**src/rtl/synth_pkg.sv**
```systemverilog
// Shared constants and types for the voice mixer.
//   NUM_VOICES  : default number of summed voices
//   SAMPLE_W    : default sample width (two's complement)
//   GAIN_UNITY  : Q1.7 gain code for 1.0
//   ACC_W       : accumulator width that cannot overflow for the defaults
//   mix_state_t : mixer FSM states
package synth_pkg;

  localparam int NUM_VOICES = 8;
  localparam int SAMPLE_W   = 16;
  localparam logic [7:0] GAIN_UNITY = 8'h80;
  localparam int ACC_W      = SAMPLE_W + $clog2(NUM_VOICES);

  typedef enum logic [1:0] {
    ST_IDLE  = 2'd0,
    ST_ACCUM = 2'd1,
    ST_SCALE = 2'd2,
    ST_SAT   = 2'd3
  } mix_state_t;

endpackage

```
**src/rtl/lrck_edge_sync.sv**
```systemverilog
// Brings the raw DAC LR clock into the Clk domain and flags its rising edges.
//   clk   : system clock
//   rst   : asynchronous active-high reset
//   lrck  : raw LR clock, asynchronous to clk
//   rise  : one-cycle pulse per detected rising edge of lrck
module lrck_edge_sync (
  input  logic clk,
  input  logic rst,
  input  logic lrck,
  output logic rise
);

  logic sync1_reg;
  logic sync2_reg;
  logic sync3_reg;
  // Tracks which pipeline stages hold a genuine sample of lrck since reset.
  // Without it, lrck already high at reset release would look like a
  // 0->1 transition against the cleared flops.
  logic [2:0] valid_reg;

  always_ff @(posedge clk or posedge rst) begin
    if (rst) begin
      sync1_reg <= 1'b0;
      sync2_reg <= 1'b0;
      sync3_reg <= 1'b0;
      valid_reg <= 3'b000;
    end else begin
      sync1_reg <= lrck;
      sync2_reg <= sync1_reg;
      sync3_reg <= sync2_reg;
      valid_reg <= {valid_reg[1:0], 1'b1};
    end
  end

  // sync3 must hold a real low sample before a rise can be reported.
  assign rise = sync2_reg & ~sync3_reg & valid_reg[2];

endmodule

```
**src/rtl/voice_mixer.sv**
```systemverilog
// Sums NUM_VOICES signed voice samples once per LR clock rising edge,
// applies a Q1.7 master gain and saturates to SAMPLE_W bits.
//   Clk        : system clock
//   Reset      : asynchronous active-high reset
//   lrck       : raw LR clock; each rising edge requests one mixed sample
//   voice_in   : packed voice samples, index 0 = voice0
//   voice_mask : per-voice enable
//   gain       : unsigned Q1.7 master gain (8'h80 = unity)
//   clip_clr   : synchronous clear of clip and overrun
//   mix_out    : saturated mixed sample, held between updates
//   out_valid  : one-cycle pulse when mix_out updates
//   clip       : sticky, set when a sample saturates
//   overrun    : sticky, set when an lrck edge arrives while busy
module voice_mixer
  import synth_pkg::*;
#(
  parameter int NUM_VOICES = synth_pkg::NUM_VOICES,
  parameter int SAMPLE_W   = synth_pkg::SAMPLE_W
) (
  input  logic                                 Clk,
  input  logic                                 Reset,
  input  logic                                 lrck,
  input  logic [NUM_VOICES-1:0][SAMPLE_W-1:0]  voice_in,
  input  logic [NUM_VOICES-1:0]                voice_mask,
  input  logic [7:0]                           gain,
  input  logic                                 clip_clr,
  output logic [SAMPLE_W-1:0]                  mix_out,
  output logic                                 out_valid,
  output logic                                 clip,
  output logic                                 overrun
);

  localparam int IDX_W  = (NUM_VOICES > 1) ? $clog2(NUM_VOICES) : 1;
  localparam int MIX_W  = SAMPLE_W + $clog2(NUM_VOICES);
  localparam int PROD_W = MIX_W + 9;
  localparam int SHR_W  = PROD_W - 7;
  localparam logic [IDX_W-1:0] LAST_IDX = IDX_W'(NUM_VOICES - 1);
  localparam logic signed [SHR_W-1:0] SAT_MAX =
    {{(SHR_W - SAMPLE_W + 1){1'b0}}, {(SAMPLE_W - 1){1'b1}}};
  localparam logic signed [SHR_W-1:0] SAT_MIN =
    {{(SHR_W - SAMPLE_W + 1){1'b1}}, {(SAMPLE_W - 1){1'b0}}};

  logic rise;

  lrck_edge_sync u_lrck_edge_sync (
    .clk  (Clk),
    .rst  (Reset),
    .lrck (lrck),
    .rise (rise)
  );

  // Masking is applied before capture, so a masked voice is held as zero.
  logic [NUM_VOICES-1:0][SAMPLE_W-1:0] voice_masked;

  genvar gi;
  generate
    for (gi = 0; gi < NUM_VOICES; gi++) begin : g_mask
      assign voice_masked[gi] = voice_mask[gi] ? voice_in[gi] : '0;
    end
  endgenerate

  mix_state_t                          state_reg;
  logic [NUM_VOICES-1:0][SAMPLE_W-1:0] voice_reg;
  logic [7:0]                          gain_reg;
  logic [IDX_W-1:0]                    idx_reg;
  logic signed [MIX_W-1:0]             acc_reg;
  logic signed [PROD_W-1:0]            prod_reg;
  logic [SAMPLE_W-1:0]                 mix_reg;
  logic                                valid_reg;
  logic                                clip_reg;
  logic                                overrun_reg;

  logic signed [SAMPLE_W-1:0] cur_voice;
  logic signed [SHR_W-1:0]    shifted;
  logic [SAMPLE_W-1:0]        sat_value;
  logic                       sat_hit;

  assign cur_voice = $signed(voice_reg[idx_reg]);

  // Dropping the low 7 bits of a two's-complement value is an arithmetic
  // shift that rounds toward negative infinity.
  assign shifted = prod_reg[PROD_W-1:7];

  always_comb begin
    sat_value = shifted[SAMPLE_W-1:0];
    sat_hit   = 1'b0;
    if (shifted > SAT_MAX) begin
      sat_value = SAT_MAX[SAMPLE_W-1:0];
      sat_hit   = 1'b1;
    end else if (shifted < SAT_MIN) begin
      sat_value = SAT_MIN[SAMPLE_W-1:0];
      sat_hit   = 1'b1;
    end
  end

  always_ff @(posedge Clk or posedge Reset) begin
    if (Reset) begin
      state_reg   <= ST_IDLE;
      voice_reg   <= '0;
      gain_reg    <= '0;
      idx_reg     <= '0;
      acc_reg     <= '0;
      prod_reg    <= '0;
      mix_reg     <= '0;
      valid_reg   <= 1'b0;
      clip_reg    <= 1'b0;
      overrun_reg <= 1'b0;
    end else begin
      valid_reg <= 1'b0;

      // Clear first so that a set in the same cycle takes precedence.
      if (clip_clr) begin
        clip_reg    <= 1'b0;
        overrun_reg <= 1'b0;
      end
      if (rise && (state_reg != ST_IDLE)) begin
        overrun_reg <= 1'b1;
      end

      case (state_reg)
        ST_IDLE: begin
          if (rise) begin
            voice_reg <= voice_masked;
            gain_reg  <= gain;
            acc_reg   <= '0;
            idx_reg   <= '0;
            state_reg <= ST_ACCUM;
          end
        end
        ST_ACCUM: begin
          acc_reg <= acc_reg + MIX_W'(cur_voice);
          idx_reg <= idx_reg + 1'b1;
          if (idx_reg == LAST_IDX) begin
            state_reg <= ST_SCALE;
          end
        end
        ST_SCALE: begin
          prod_reg  <= acc_reg * $signed({1'b0, gain_reg});
          state_reg <= ST_SAT;
        end
        ST_SAT: begin
          mix_reg   <= sat_value;
          valid_reg <= 1'b1;
          if (sat_hit) begin
            clip_reg <= 1'b1;
          end
          state_reg <= ST_IDLE;
        end
        default: state_reg <= ST_IDLE;
      endcase
    end
  end

  assign mix_out   = mix_reg;
  assign out_valid = valid_reg;
  assign clip      = clip_reg;
  assign overrun   = overrun_reg;

endmodule

```
**config.mk**
```make
export PLATFORM = sky130hd
export DESIGN_NAME = voice_mixer
export DESIGN_NICKNAME = d
export VERILOG_FILES = /design/src/rtl/synth_pkg.sv /design/src/rtl/lrck_edge_sync.sv /design/src/rtl/voice_mixer.sv
export SDC_FILE = /design/constraint.sdc
export NUM_CORES = 1
export LEC_CHECK = 0
export BUFFER_PORTS_ARGS = -buffer_cell sky130_fd_sc_hd__buf_2
export CORE_ASPECT_RATIO = 1.2
export CORE_UTILIZATION = 50
export CTS_CLUSTER_DIAMETER = 30
export CTS_CLUSTER_SIZE = 40
export DETAILED_ROUTE_END_ITERATION = 10
export PLACE_DENSITY = 0.7
export SKIP_CTS_REPAIR_TIMING = 1
export SYNTH_ARGS = -nofsm -noshare
export SYNTH_HDL_FRONTEND = slang
export SYNTH_SLANG_ARGS = --single-unit
```
**constraint.sdc**
```tcl
create_clock -name Clk -period 7.6 [get_ports Clk]
set_input_delay 0.76 -clock Clk [delete_from_list [all_inputs] [get_ports Clk]]
set_output_delay 0.76 -clock Clk [all_outputs]
set_load 0.01 [all_outputs]
```
# ---- Word-level counts from Yosys, hierarchy flattened
# Cells that the tools add are included.
dict set report word_totals {
  register_bits 213
  inputBits 148
  word_cells 71
}
dict set report op_classes {
  addsub 2
  mul 1
  magnitude_cmp 3
  eq_ne 6
  mux 27
  n_bitwise 3
  reduce_logical 8
}
# cell n
set op_table {}
lappend op_table {{$mux W16} 11}
lappend op_table {{$bmux W16 S3} 1}
lappend op_table {{$pmux W19 S2} 1}
lappend op_table {{$mul A19 B9 Y28} 1}
lappend op_table {{$gt A21 B16 Y1 const B} 1}
lappend op_table {{$lt A21 B16 Y1 const B} 1}
lappend op_table {{$add A19 B16 Y19} 1}
lappend op_table {{$mux W19} 1}
lappend op_table {{$mux W1} 8}
lappend op_table {{$pmux W2 S4} 1}
lappend op_table {{$pmux W3 S2} 1}
lappend op_table {{$reduce_and A2 Y1} 3}
lappend op_table {{$reduce_bool A2 Y1} 3}
lappend op_table {{$eq A2 B2 Y1 const B} 2}
lappend op_table {{$lt A3 B4 Y1 const B} 1}
lappend op_table {{$mux W2} 2}
lappend op_table {{$ne A2 B2 Y1 const B} 2}
lappend op_table {{$add A3 B1 Y3 const B} 1}
lappend op_table {{$eq A3 B3 Y1 const B} 1}
lappend op_table {{$mux W3} 1}
lappend op_table {{$and A1 B1 Y1} 2}
lappend op_table {{$eq A2 B1 Y1 const B} 1}
lappend op_table {{$logic_not A2 Y1} 1}
lappend op_table {{$logic_and A1 B1 Y1} 1}
lappend op_table {{$not A1 Y1} 1}

# ---- Logic depth before layout (Yosys ltp)
dict set report logic_depth {
  ltp_word 5
  mapped_depth 19
}

# ---- Hierarchy
# A second synthesis with hierarchy kept.
dict set report hier_totals {
  cells_unflattened 1600
  area_unflattened_um2 14901.8
}
# mod n_inst cells_per_inst area_per_inst_um2
set by_module_without_submodules {}
lappend by_module_without_submodules {voice_mixer 1 1591 14735.4}
lappend by_module_without_submodules {lrck_edge_sync 1 9 166.4}

# ---- Worst setup path before layout
# No wires, ideal clock.
dict set report synth_path {
  path_kind {reg-to-reg}
  start {reg gain_reg[1]}
  end {reg prod_reg[27]}
  t_arrival_ps 5090
  path_slack_ps 2384
  stages_incl_launch_ff 19
  n_path_buf 2
  cell_sequence {dfrtp_1 > clkbuf_1 > buf_1 > nand2_1 > fa_1 > inv_1 > fa_1 > fa_1 > inv_1 > fa_1 > inv_1 > ha_1 > a21o_1 > a221o_1 > a221oi_2 > o21ai_2 > a21o_1 > o311a_1 > a221o_1}
}
dict set report synth_via {
  elab_chain_cells 1
}
# item line
set synth_lines {}
lappend synth_lines {{start: declaration} voice_mixer.sv:64} ;# logic [7:0] gain_reg;
lappend synth_lines {{start signal: assignment} voice_mixer.sv:124} ;# gain_reg <= gain;
lappend synth_lines {{$mul A19 B9 Y28} voice_mixer.sv:138} ;# prod_reg <= acc_reg * $signed({1'b0, gain_reg});
lappend synth_lines {{end signal: assignment} voice_mixer.sv:138}
lappend synth_lines {{end: declaration} voice_mixer.sv:67} ;# logic signed [PROD_W-1:0] prod_reg;
# No other way between the ends.
# A chain may end at the register's enable or synchronous reset.

# ---- Final worst setup path
dict set report layout_path {
  start {reg gain_reg[2]}
  end {reg prod_reg[27]}
}
# The elaborated chain is that of the path after synthesis.

==> qor.yml <==
run_status: "finished clean"
synthCells: 1618
clk_root_buffer_cell: "sky130_fd_sc_hd__clkbuf_16"
yosys_warnings: 0
die-height_um: 193
detailedPlacementHpwl_um: 24900
flip_flop_count_of_the_largest_register_all_copies_and_words_added: 128
cts-root-to-sink-buffers: 3
synth_ff_type: "sky130_fd_sc_hd__dfrtp_1"
cts.htree.levels: 2
slew_headroom: 0.200
postSynthRegisterBits: 206
commonest_cells_post_synth: "sky130_fd_sc_hd__nand2_1, sky130_fd_sc_hd__dfrtp_1, sky130_fd_sc_hd__inv_1"
tritoncts: "done"
io_pins: 167
n_antenna_cell: 0
timing_worst_slew_pin_value_ns: 1.20
clk_pin_slew_ns: 0.05
cp_common_cell: "sky130_fd_sc_hd__fa_1"
port_buffers: 166
cpPeakStageDelay_ns: 0.72
instances_no_fill: 2162
seq_area_frac_synth: 0.340
numClockSinks: 206
grt_start_max_net_pins: 126
drive_above_1_share: 0.188
globalRoute.totalOverflow: 0
hp-start: "u_lrck_edge_sync.sync1_reg"
floorplan.rows: 69
maxClockFrequency_ghz: 0.186
antenna_violating_nets_post_route: 0
worstSetupEndpointType: "register"
data_required_time_at_the_worst_endpoint_ns: 8.01
finalWorstPathRequiredPeriod_ns: 5.37
synthTopCellsByArea: "sky130_fd_sc_hd__dfrtp_1, sky130_fd_sc_hd__fa_1, sky130_fd_sc_hd__nand2_1"
clock_insertion_delay_worst_skew_ns: 0.53
cp_max_fo: 20
detailedRoute.firstPassIterationCount: 5
synth_area_sq_um: 15200
routed-via-count: 11399
rsz0062_at_grt: "false"
cts_inserted_buffers: 42
syn-mean-instance-area_sq_um: 9.37
routedWlPerCell_um: 15.7
finClkSkew_ns: 0.00907
routability_congestion: 0.839
post-synth-top-count-cell: "sky130_fd_sc_hd__nand2_1"
finalCritPeriodShare: 0.707
dp_cells: 2085
sequence_of_cells_on_the_critical_path: "nand2_1, fa_1, inv_1, fa_1, fa_1, inv_1, fa_1, inv_1, ha_1, a21o_1, a221o_1, a221oi_2, o21ai_2, a21o_1, o311a_1, a221o_1"
grt_first_pass_wirelength_um: 56400
post_drt_via_cell_ratio: 5.27
final_nets: 2084
drv_slew: 0
cap_violations: 0
synth_enable_flop_cells: 0
number_of_global_route_vias_before_repair: 11619
finalHoldViolations: 0
startpoint_type: "register"
floorplan.die_area_sq_um: 31000
synth_cell_types: 57
core_area_sq_um: 29700
start_util: 0.510
hold_path.class: "reg -> reg"
grt_usage: 0.228
postSynthNetCount: 1963
netlist.area_leader.share: 0.340
ff2ff_setup_slack_ns: 2.23
hold_path_end: "u_lrck_edge_sync.sync2_reg"
r2r_cells: 16
setup_violations: 0
crit_slowest_cell: "sky130_fd_sc_hd__dfrtp_1"
setup-tns-final_ns: 0
async_flop_share: 1.00
drt_wl_total_um: 33900
syn2layout_area_growth_pct: 16.4
timing.rr.end: "prod_reg[27]"
whs_path_depth: 0
critical_path_class: "reg -> reg"
post_synthesis_cell_type_with_the_largest_combined_area: "sky130_fd_sc_hd__dfrtp_1"
reg2reg_from: "gain_reg[2]"
drt_iter0_markers: 565
grt_antenna_before_repair: 1
worst_ep_arrival_time_ns: 5.78
floorplan.die.width_um: 161
route.detailed.drc: 0
==> worst max path at each step <==
stage	depth (start not counted)	from	endpoint
4_1_cts	16	gain_reg[1]	prod_reg[27]
3_3_place_gp	16	gain_reg[2]	prod_reg[27]
2_1_floorplan	1	Reset	acc_reg[0]
3_5_place_dp	16	gain_reg[2]	prod_reg[27]
5_1_grt	16	gain_reg[1]	prod_reg[27]
6_report	16	gain_reg[2]	prod_reg[27]
==> critical path: cells and delay by family, from the launching register on <==
family                   cells  cell delay (ns)
buffers and inverters        3             0.14
adder cells (fa/ha/maj)      5             2.38
AND/OR/NAND/NOR              1             0.16
flip-flops                   1             0.72
AO/OA/AOI/OAI                7             1.86
==> logic make-up after synthesis <==
kind of cell    share of synthesized area
other cells                      0.000247
fa+ha+maj                           0.222
xor+xnor                           0.0214
buf+inv                            0.0688
compound gates                      0.116
mux                                0.0801
flops                               0.340
simple gates                        0.151
==> routing by layer <==
layer	vias to the layer above	global-route usage	routed length, um
met5	-	0	0
met4	0	0.0907	1170
met3	74	0.0359	1490
met2	302	0.397	16900
met1	5504	0.284	14300
li1	5519	-	-
==> cell usage in the layout (no fill, tap or decap), types with 32 or more instances in the layout <==
cell	instances
sky130_fd_sc_hd__nand2_1	353
sky130_fd_sc_hd__dfrtp_1	205
sky130_fd_sc_hd__inv_1	179
sky130_fd_sc_hd__buf_2	166
sky130_fd_sc_hd__o21ai_0	159
sky130_fd_sc_hd__fa_1	120
sky130_fd_sc_hd__and2_1	87
sky130_fd_sc_hd__ha_1	77
sky130_fd_sc_hd__a21oi_1	61
sky130_fd_sc_hd__clkbuf_16	43
sky130_fd_sc_hd__mux2_2	42
sky130_fd_sc_hd__nor2_1	39
sky130_fd_sc_hd__mux4_2	32
==> area by class of cell <==
type	instances	area (sq um)
multi-input combinational	1135	8960
fill	2610	12100
timing repair buffer	174	891
clock inverter	23	278
inverter	180	683
tap	390	488
clock buffer	54	1180
sequential	206	5160
==> metrics by stage <==
step	setup slack [ns]	hold WS (ns)	util	cell area [sq um]
after floorplan	1.22	0.331	-	15200
after global placement	2.33	0.334	0.545	16200
after detailed placement	2.27	0.339	0.545	16200
after CTS	2.25	0.342	0.594	17600
after global routing	1.97	0.350	0.594	17600
final	2.23	0.342	0.594	17600
Power is not shown: default switching activity piles up to over one toggle a cycle in this logic, so the estimate is an artifact.
